==> src/rtl/crc16_byte.sv <==
// One-byte CRC-16 update, MSB-first, non-reflected; purely combinational.
module crc16_byte (
    input  logic [15:0] crc_in,
    input  logic [7:0]  byte_in,
    input  logic [15:0] poly,
    output logic [15:0] crc_out
);

    logic [15:0] c;

    always_comb begin
        c = crc_in ^ {byte_in, 8'h00};
        for (int i = 0; i < 8; i++) begin
            c = c[15] ? ((c << 1) ^ poly) : (c << 1);
        end
        crc_out = c;
    end

endmodule

==> config.mk <==
export PLATFORM = sky130hd
export DESIGN_NAME = crc16_byte
export DESIGN_NICKNAME = d
export VERILOG_FILES = /design/src/rtl/crc16_byte.sv
export SDC_FILE = /design/constraint.sdc
export NUM_CORES = 1
export LEC_CHECK = 0
export CELL_PAD_IN_SITES_DETAIL_PLACEMENT = 1
export CELL_PAD_IN_SITES_GLOBAL_PLACEMENT = 1
export CORE_MARGIN = 2
export CORE_UTILIZATION = 30
export DETAILED_ROUTE_END_ITERATION = 6
export PLACE_DENSITY = 0.75
export SETUP_SLACK_MARGIN = 0.3
export SYNTH_ARGS = -nofsm -noshare
export SYNTH_HDL_FRONTEND = slang
export SYNTH_SLANG_ARGS = --single-unit
==> constraint.sdc <==
create_clock -name vclk -period 5.4
set_input_delay 1.08 -clock vclk [all_inputs]
set_output_delay 1.08 -clock vclk [all_outputs]
set_load 0.1 [all_outputs]
==> metrics.cfg, run 1 <==
[run]
max_cap_violations = 0

[layout]
seq_cells = 0
num_antenna_cells = 0
drive_above_1_share = 0.5291
clock_buffers = 0
syn2layout_area_growth_pct = 82.82
seqCellArea_sq_um = 0
nNetsFinal = 558

[floorplan]
die-area_sq_mm = 0.01046
die_w_um = 102.3
start_util = 0.3107
io-pin-count = 56
core.rowCount = 35
core-area_sq_mm = 0.009328
fp.dieH_um = 102.3

[detailed_routing]
drc_errors = 0
routedWlPerCell_um = 23.45
via_per_inst = 5.578
drtIter0Drc = 182
dr.pass1.iters = 4
finalWirelength_mm = 15.12
vias = 3598
ant_nets = 0

[yosys]
synth_most_common_cell = nand2_1
yosys.area_share.simple = 0.2345
synthAdderAreaFrac = 0
yosysTopAreaCell = xnor2_1
synth_cell_types = 64
syn-cell-area_sq_mm = 0.002898
synthXorXnorAreaFrac = 0.4396
netlist_instances = 383
yosys-top-cells-area = xnor2_1, nand2_1, xnor3_1
seq_area_frac_synth = 0
synthMuxAreaShare = 0.01036
ys_warn_count = 0
synth_nets = 423
ys_top_cells_by_count = nand2_1, xnor2_1, xor2_1
synth_area_per_cell_sq_um = 7.566
synth_top_family_by_area = XOR/XNOR gates
synth_compound_area_frac = 0.2172
yosysTopAreaCellShare = 0.1965

[worst_hold_path]
whs_path_depth = 5
hp-start = poly[12]
hold_path_class = in -> out

[run_status]
status = finished with violations
violations = setup timing

[sta]
setup_viol = 16
hold_violations = 0
slew_headroom = 0.6393
post-route-min-period_ns = 5.757
fin_crit_sh = 1.066
tightest_slew_ns = 0.5393
grt_setup_unrepaired = yes
fmax_ghz = 0.1737
slew_viol_final = 0
tns_ns = -4.650
setup_ws_ns = -0.3566

[cts]
hold_buffers = 0

[critical_path]
worstSetupEndpointType = output pin
cpMostUsedCell = buf_4
crit_type = in -> out
critPathLaunchType = input port
cp_slowest_cell = xor3_2
cp_cell_sequence = buf_8, buf_4, xnor2_4, buf_4, o21ai_4, nand2_2, buf_4, o211ai_1, buf_4, and4_4, nor2_4, xor3_2, buf_4, buf_4, o21ai_1, o21ai_2, xnor3_2, xor2_4, buf_12
crit_start = crc_in[15]
worstPathMaxFanout = 5
crit_arrival_ns = 4.68
worstPathRequired_ns = 4.32
cp_slowest_stage_delay_ns = 0.46

[global_routing]
grt_pass1_wl_mm = 21.74
grt-ovfl-total = 0
use_met1 = 0.3228
grt_pass1_vias = 3972
grtUsageTotal = 0.2658
grt_use_met3 = 0.02326
grt_start_max_net_pins = 22
grt-busiest-layer = met2
grt_use_met2 = 0.4879
antenna_found_initial = 0

[placement]
place_congestion = 0.9276
dpl.hpwl_mm = 8.281
io_buffers = 56
place_ws_ns = -0.9062

-- path summary, 6_finish.rpt --
| kind | end | slack (ns) |
|---|---|---|
| worst min-delay path | crc_out[12] | 2.90 |
| worst max-delay path | crc_out[12] | -0.36 |
-- timing repair --
action                     in CTS  in global routing
pin swaps                      40                 13
setup endpoints to repair      16                 16
cloned                          2                  0
setup buffers                  30                 12
resized for setup             116                 32
-- cell families (layout without fill, tap and decap cells) --
kind of cell / count (synthesis) / in the layout
compound gates: 82 / 82
simple gates: 145 / 146
buf+inv: 42 / 174
mux: 3 / 3
xor+xnor: 111 / 111
-- layout make-up --
cell class / instances / area [sq um]
repair buffers: 169 / 1707
inverters: 5 / 18.77
well taps: 129 / 161.4
multi-input cells: 342 / 3411
fillers: 1038 / 4030
-- critical path, delay by kind of cell --
family	cells	cell delay [ns]
simple gates	3	0.45
xor+xnor	4	1.13
compound gates	4	0.72
buf+inv	8	1.30
-- through the flow --
stage,hold WS (ns),util,cells,cell area [sq um]
after global routing,2.928,0.5679,645,5298
after CTS,3.071,0.5425,633,5060
final,2.902,0.5679,645,5298
after detailed placement,3.102,0.4781,601,4459
after global placement,3.097,0.4781,601,4459
after floorplan,2.618,-,383,3276
-- cells in the final DEF (no fill, tap or decap), types with 6 or more instances in the layout --
master / n
buf_6: 17
xnor3_2: 13
and3_4: 6
nor2_1: 12
xor2_4: 12
clkdlybuf4s50_1: 28
buf_4: 91
o2111ai_1: 9
nand2_1: 82
xnor2_1: 53
nand3_2: 13
xnor2_4: 9
o2111ai_2: 6
o21ai_1: 9
o21ai_2: 17
buf_12: 21
xor2_1: 14
-- layer usage --
metal	wire length, um	share of wire
met1	5896	0.39
met2	8007	0.53
met3	734	0.049
met4	484	0.032
met5	0	0
Power of run 1 is left out: the tool's default activity adds up to more than one toggle a clock period on the data nets, which glitch-free logic cannot reach.
==> inputs of run 2 (changes only) <==
==> constraint.sdc (replaced) <==
create_clock -name vclk -period 5.4
set_input_delay 1.08 -clock vclk [all_inputs]
set_output_delay 1.08 -clock vclk [all_outputs]
set_load 0.02 [all_outputs]
==> metrics.cfg, run 2 (synthesis gave the netlist of run 1 again) <==
[run_status]
status = finished with violations
violations = setup timing

[sta]
post-route-min-period_ns = 5.699
hold_violations = 0
fin_crit_sh = 1.055
tightest_slew_ns = 0.5187
tns_ns = -3.828
grt_setup_unrepaired = yes
setup_ws_ns = -0.2991
holdWs_ns = 3.100
setup_viol = 16
slew_headroom = 0.6531
slew_viol_final = 0
fmax_ghz = 0.1755

[placement]
io_buffers = 56
dpl.hpwl_mm = 7.697
dpl.cell_count = 596
place_congestion = 0.9083
dpl_cell_area_sq_mm = 0.003955
place_ws_ns = -1.224

[layout]
layout_commonest_cell = buf_4
nNetsFinal = 568
instances_no_fill = 655
seq_cells = 0
num_antenna_cells = 0
multi_input_comb_area_sq_mm = 0.003433
syn2layout_area_growth_pct = 81.13
seqCellArea_sq_um = 0
final_cell_mix = buf_4, nand2_1, xnor2_1, buf_6, clkdlybuf4s50_1
drive_above_1_share = 0.5304
fin_util = 0.5627
fill_cells = 1033
design_area_sq_mm = 0.005249
clock_buffers = 0

[detailed_routing]
routedWlPerCell_um = 25.08
vias = 3788
dr.pass1.iters = 5
via_per_inst = 5.783
drtIter0Drc = 222
ant_nets = 0
drc_errors = 0
finalWirelength_mm = 16.43

[floorplan]
die-area_sq_mm = 0.01046
die_w_um = 102.3
core.rowCount = 35
core-area_sq_mm = 0.009328
start_util = 0.3107
fp.dieH_um = 102.3
io-pin-count = 56

[run]
max_cap_violations = 0

[critical_path]
worstPathRequired_ns = 4.32
worstSetupEndpointType = output pin
critPathLaunchType = input port
crit_start = crc_in[14]
crit_arrival_ns = 4.62
worstPathMaxFanout = 5
crit_type = in -> out

[power_and_ir_drop]
power_mw = 3.266
ir_drop_mv = 0.5042
p_per_area_mw_per_mm2 = 622.2
p_leak_nw = 2.198

[global_routing]
grt_pass1_vias = 3838
antenna_found_initial = 0
grt_pass1_wl_mm = 21.45
grt_start_max_net_pins = 18
grtUsageTotal = 0.2614
grt-ovfl-total = 0

[worst_hold_path]
hold_path_class = in -> out
whs_path_depth = 4
min_to = crc_out[1]
hp-start = poly[1]

[cts]
hold_buffers = 0

==> run 2: layout make-up <==
type | instances | share of cell area
Tap cell | 129 | 0.03075
Timing Repair Buffer | 177 | 0.3113
Multi-Input combinational cell | 344 | 0.6541
Inverter | 5 | 0.003814
==> run 2: timing repair <==
action / in CTS / in global routing
endpoints found under the hold margin: 0 / 0
buffers inserted: 38 / 18
setup endpoints to repair: 16 / 16
gates resized for setup: 217 / 75
pin swaps: 58 / 35
gates cloned: 3 / 0
==> run 2: worst max path at each step <==
| stage | to | slack, ns | cells after the start |
|---|---|---|---|
| 4_1_cts | crc_out[2] | -0.08 | 16 |
| 6_report | crc_out[3] | -0.30 | 16 |
| 3_5_place_dp | crc_out[4] | -1.22 | 15 |
| 3_3_place_gp | crc_out[2] | -1.06 | 14 |
| 2_1_floorplan | crc_out[3] | 0.30 | 13 |
| 5_1_grt | crc_out[3] | -0.40 | 16 |
==> run 2: power by group <==
part           switching [mW]  leakage, nW  total [mW]  internal (mW)
Clock                       0            0           0              0
Sequential                  0            0           0              0
Combinational            1.65         2.20        3.27           1.62
==> run 2: per-layer routing <==
metal | track usage | routed length, um
met3 | 0.01163 | 936
met2 | 0.4691 | 8180
met4 | 0.1015 | 861
met5 | 0 | 0
met1 | 0.3297 | 6447
==> run 2: worst max-delay path: stages <==
cell             delay, ns
clkdlybuf4s15_2       0.24
xor2_4                0.27
buf_4                 0.18
buf_6                 0.11
a21oi_1               0.07
a31oi_1               0.26
a21o_1                0.25
a31oi_4               0.13
o21a_2                0.30
or4_4                 0.58
nand3_2               0.13
a311o_2               0.32
buf_6                 0.18
nand3_1               0.13
xnor2_2               0.21
buf_4                 0.17
Note: power is estimated with default switching activity, not from simulation.
==> inputs of run 3 (changes only) <==
ABC_AREA = 1   (was not set)
DONT_BUFFER_PORTS = 1   (was not set)
PLACE_DENSITY = 0.69   (was 0.75)
==> metrics.cfg, run 3 <==
[floorplan]
start_util = 0.3061
die-area_sq_mm = 0.01069
io-pin-count = 56
core-area_sq_mm = 0.009684
core.rowCount = 36
fp.dieH_um = 103.4
die_w_um = 103.4

[yosys]
synth_most_common_cell = nand2_1
seq_area_frac_synth = 0
syn-cell-area_sq_mm = 0.002964
netlist_instances = 558
yosys-top-cells-area = nand2_1, nand3_1, xnor2_1
synth_nets = 598
synth_area_per_cell_sq_um = 5.312
ys_warn_count = 0
yosysTopAreaCellShare = 0.2634
yosysTopAreaCell = nand2_1
ys_top_cells_by_count = nand2_1, inv_1, nand3_1
synth_cell_types = 30

[sta]
fin_crit_sh = 0.8987
setup_viol = 0
post-route-min-period_ns = 4.853
tightest_slew_ns = 0.3706
fmax_ghz = 0.2061
tns_ns = 0
hold_violations = 0
slew_viol_final = 0
slew_headroom = 0.7511
grt_setup_unrepaired = no

[run_status]
status = completed

[layout]
layout_commonest_cell = nand2_1
num_antenna_cells = 0
drive_above_1_share = 0.1462
fill_cells = 1364
seqCellArea_sq_um = 0
seq_cells = 0
final_cell_mix = nand2_1, inv_1, nand3_1, nor2_1, xnor2_1
nNetsFinal = 596
clock_buffers = 0
syn2layout_area_growth_pct = 8.105

[detailed_routing]
drtIter0Drc = 67
routedWlPerCell_um = 13.91
ant_nets = 0
via_per_inst = 4.825
finalWirelength_mm = 9.557
vias = 3315
drc_errors = 0
dr.pass1.iters = 4

[power_and_ir_drop]
power_mw = 1.333
p_per_area_mw_per_mm2 = 416.0
ir_drop_mv = 0.1707
p_leak_nw = 1.812

[critical_path]
crit_type = in -> out
critPathLaunchType = input port
worstPathRequired_ns = 4.32
worstSetupEndpointType = output pin
worstPathMaxFanout = 13
crit_arrival_ns = 3.77

[placement]
io_buffers = 0
place_congestion = 0.8058
dpl.hpwl_mm = 7.697

[global_routing]
antenna_found_initial = 0
grtUsageTotal = 0.1715
grt_pass1_wl_mm = 15.01
grt_pass1_vias = 3193
grt-ovfl-total = 0
grt_start_max_net_pins = 29

[run]
max_cap_violations = 0

[worst_hold_path]
hold_path_class = in -> out

[cts]
hold_buffers = 0

[run 3: repair_timing]
| item | in CTS | in global routing |
|---|---|---|
| cloned | 0 | 3 |
| buffers inserted | 0 | 12 |
| gates resized for setup | 1 | 14 |
| pin swaps | 0 | 6 |
| endpoints found under the hold margin | 0 | 0 |
| setup endpoints to repair | 3 | 16 |
[run 3: power breakdown]
group | internal [mW] | total (mW) | leakage, nW | switching (mW)
combinational | 0.436 | 1.33 | 1.81 | 0.897
clock | 0 | 0 | 0 | 0
sequential | 0 | 0 | 0 | 0
[run 3: final timing paths]
path,slack [ns],depth (start not counted),end,start
setup / recovery,0.55,23,crc_out[0],crc_in[15]
hold / removal,2.36,2,crc_out[12],poly[12]
[run 3: metrics by stage]
stage               area, sq um  hold slack (ns)    util  instances  worst slack [ns]
detailed placement         3004            2.360  0.3102        672            0.2794
floorplan                  2964            2.382       -        558             1.013
global placement           3004            2.360  0.3102        672            0.4833
CTS                        3013            2.360  0.3111        672            0.3289
global route               3204            2.370  0.3309        687            0.2869
finish                     3204            2.356  0.3309        687            0.5469
[run 3: routing by layer]
metal	wire length, um	share of wire	global-route usage
met5	0	0	0
met4	57	0.0060	0.007085
met3	375	0.039	0.01277
met2	4502	0.47	0.2968
met1	4621	0.48	0.2449
[run 3: kinds of logic after synthesis]
group / synth area share
xor gates and xnor gates: 0.2144
buffers and inverters: 0.1629
and+or+nand+nor: 0.5969
AOI/OAI and AO/OA: 0.02575
[run 3: worst max-delay path, cell delays in order]
cell and delay [ns]:
inv_1 0.03, nand2_1 0.07, nand2_1 0.12, o21ai_1 0.14, nand2_1 0.09, inv_1 0.09, nand2_2 0.13, nand2_8 0.13
nand3_4 0.15, nand2_8 0.18, nor2_8 0.05, nand2_8 0.10, nand3_4 0.11, xor2_4 0.27, nand2_1 0.11, nand2_1 0.10
inv_1 0.07, nor2_2 0.16, nand2_4 0.14, nand2_8 0.12, inv_1 0.08, nor2_1 0.09, buf_4 0.14
[run 3: cell type report]
type / count / area [sq um] / share of cell area
multi-input combinational: 451 / 2587 / 0.8075
tap: 133 / 166.4 / 0.05193
inverter: 87 / 326.6 / 0.1019
timing repair buffer: 16 / 123.9 / 0.03866
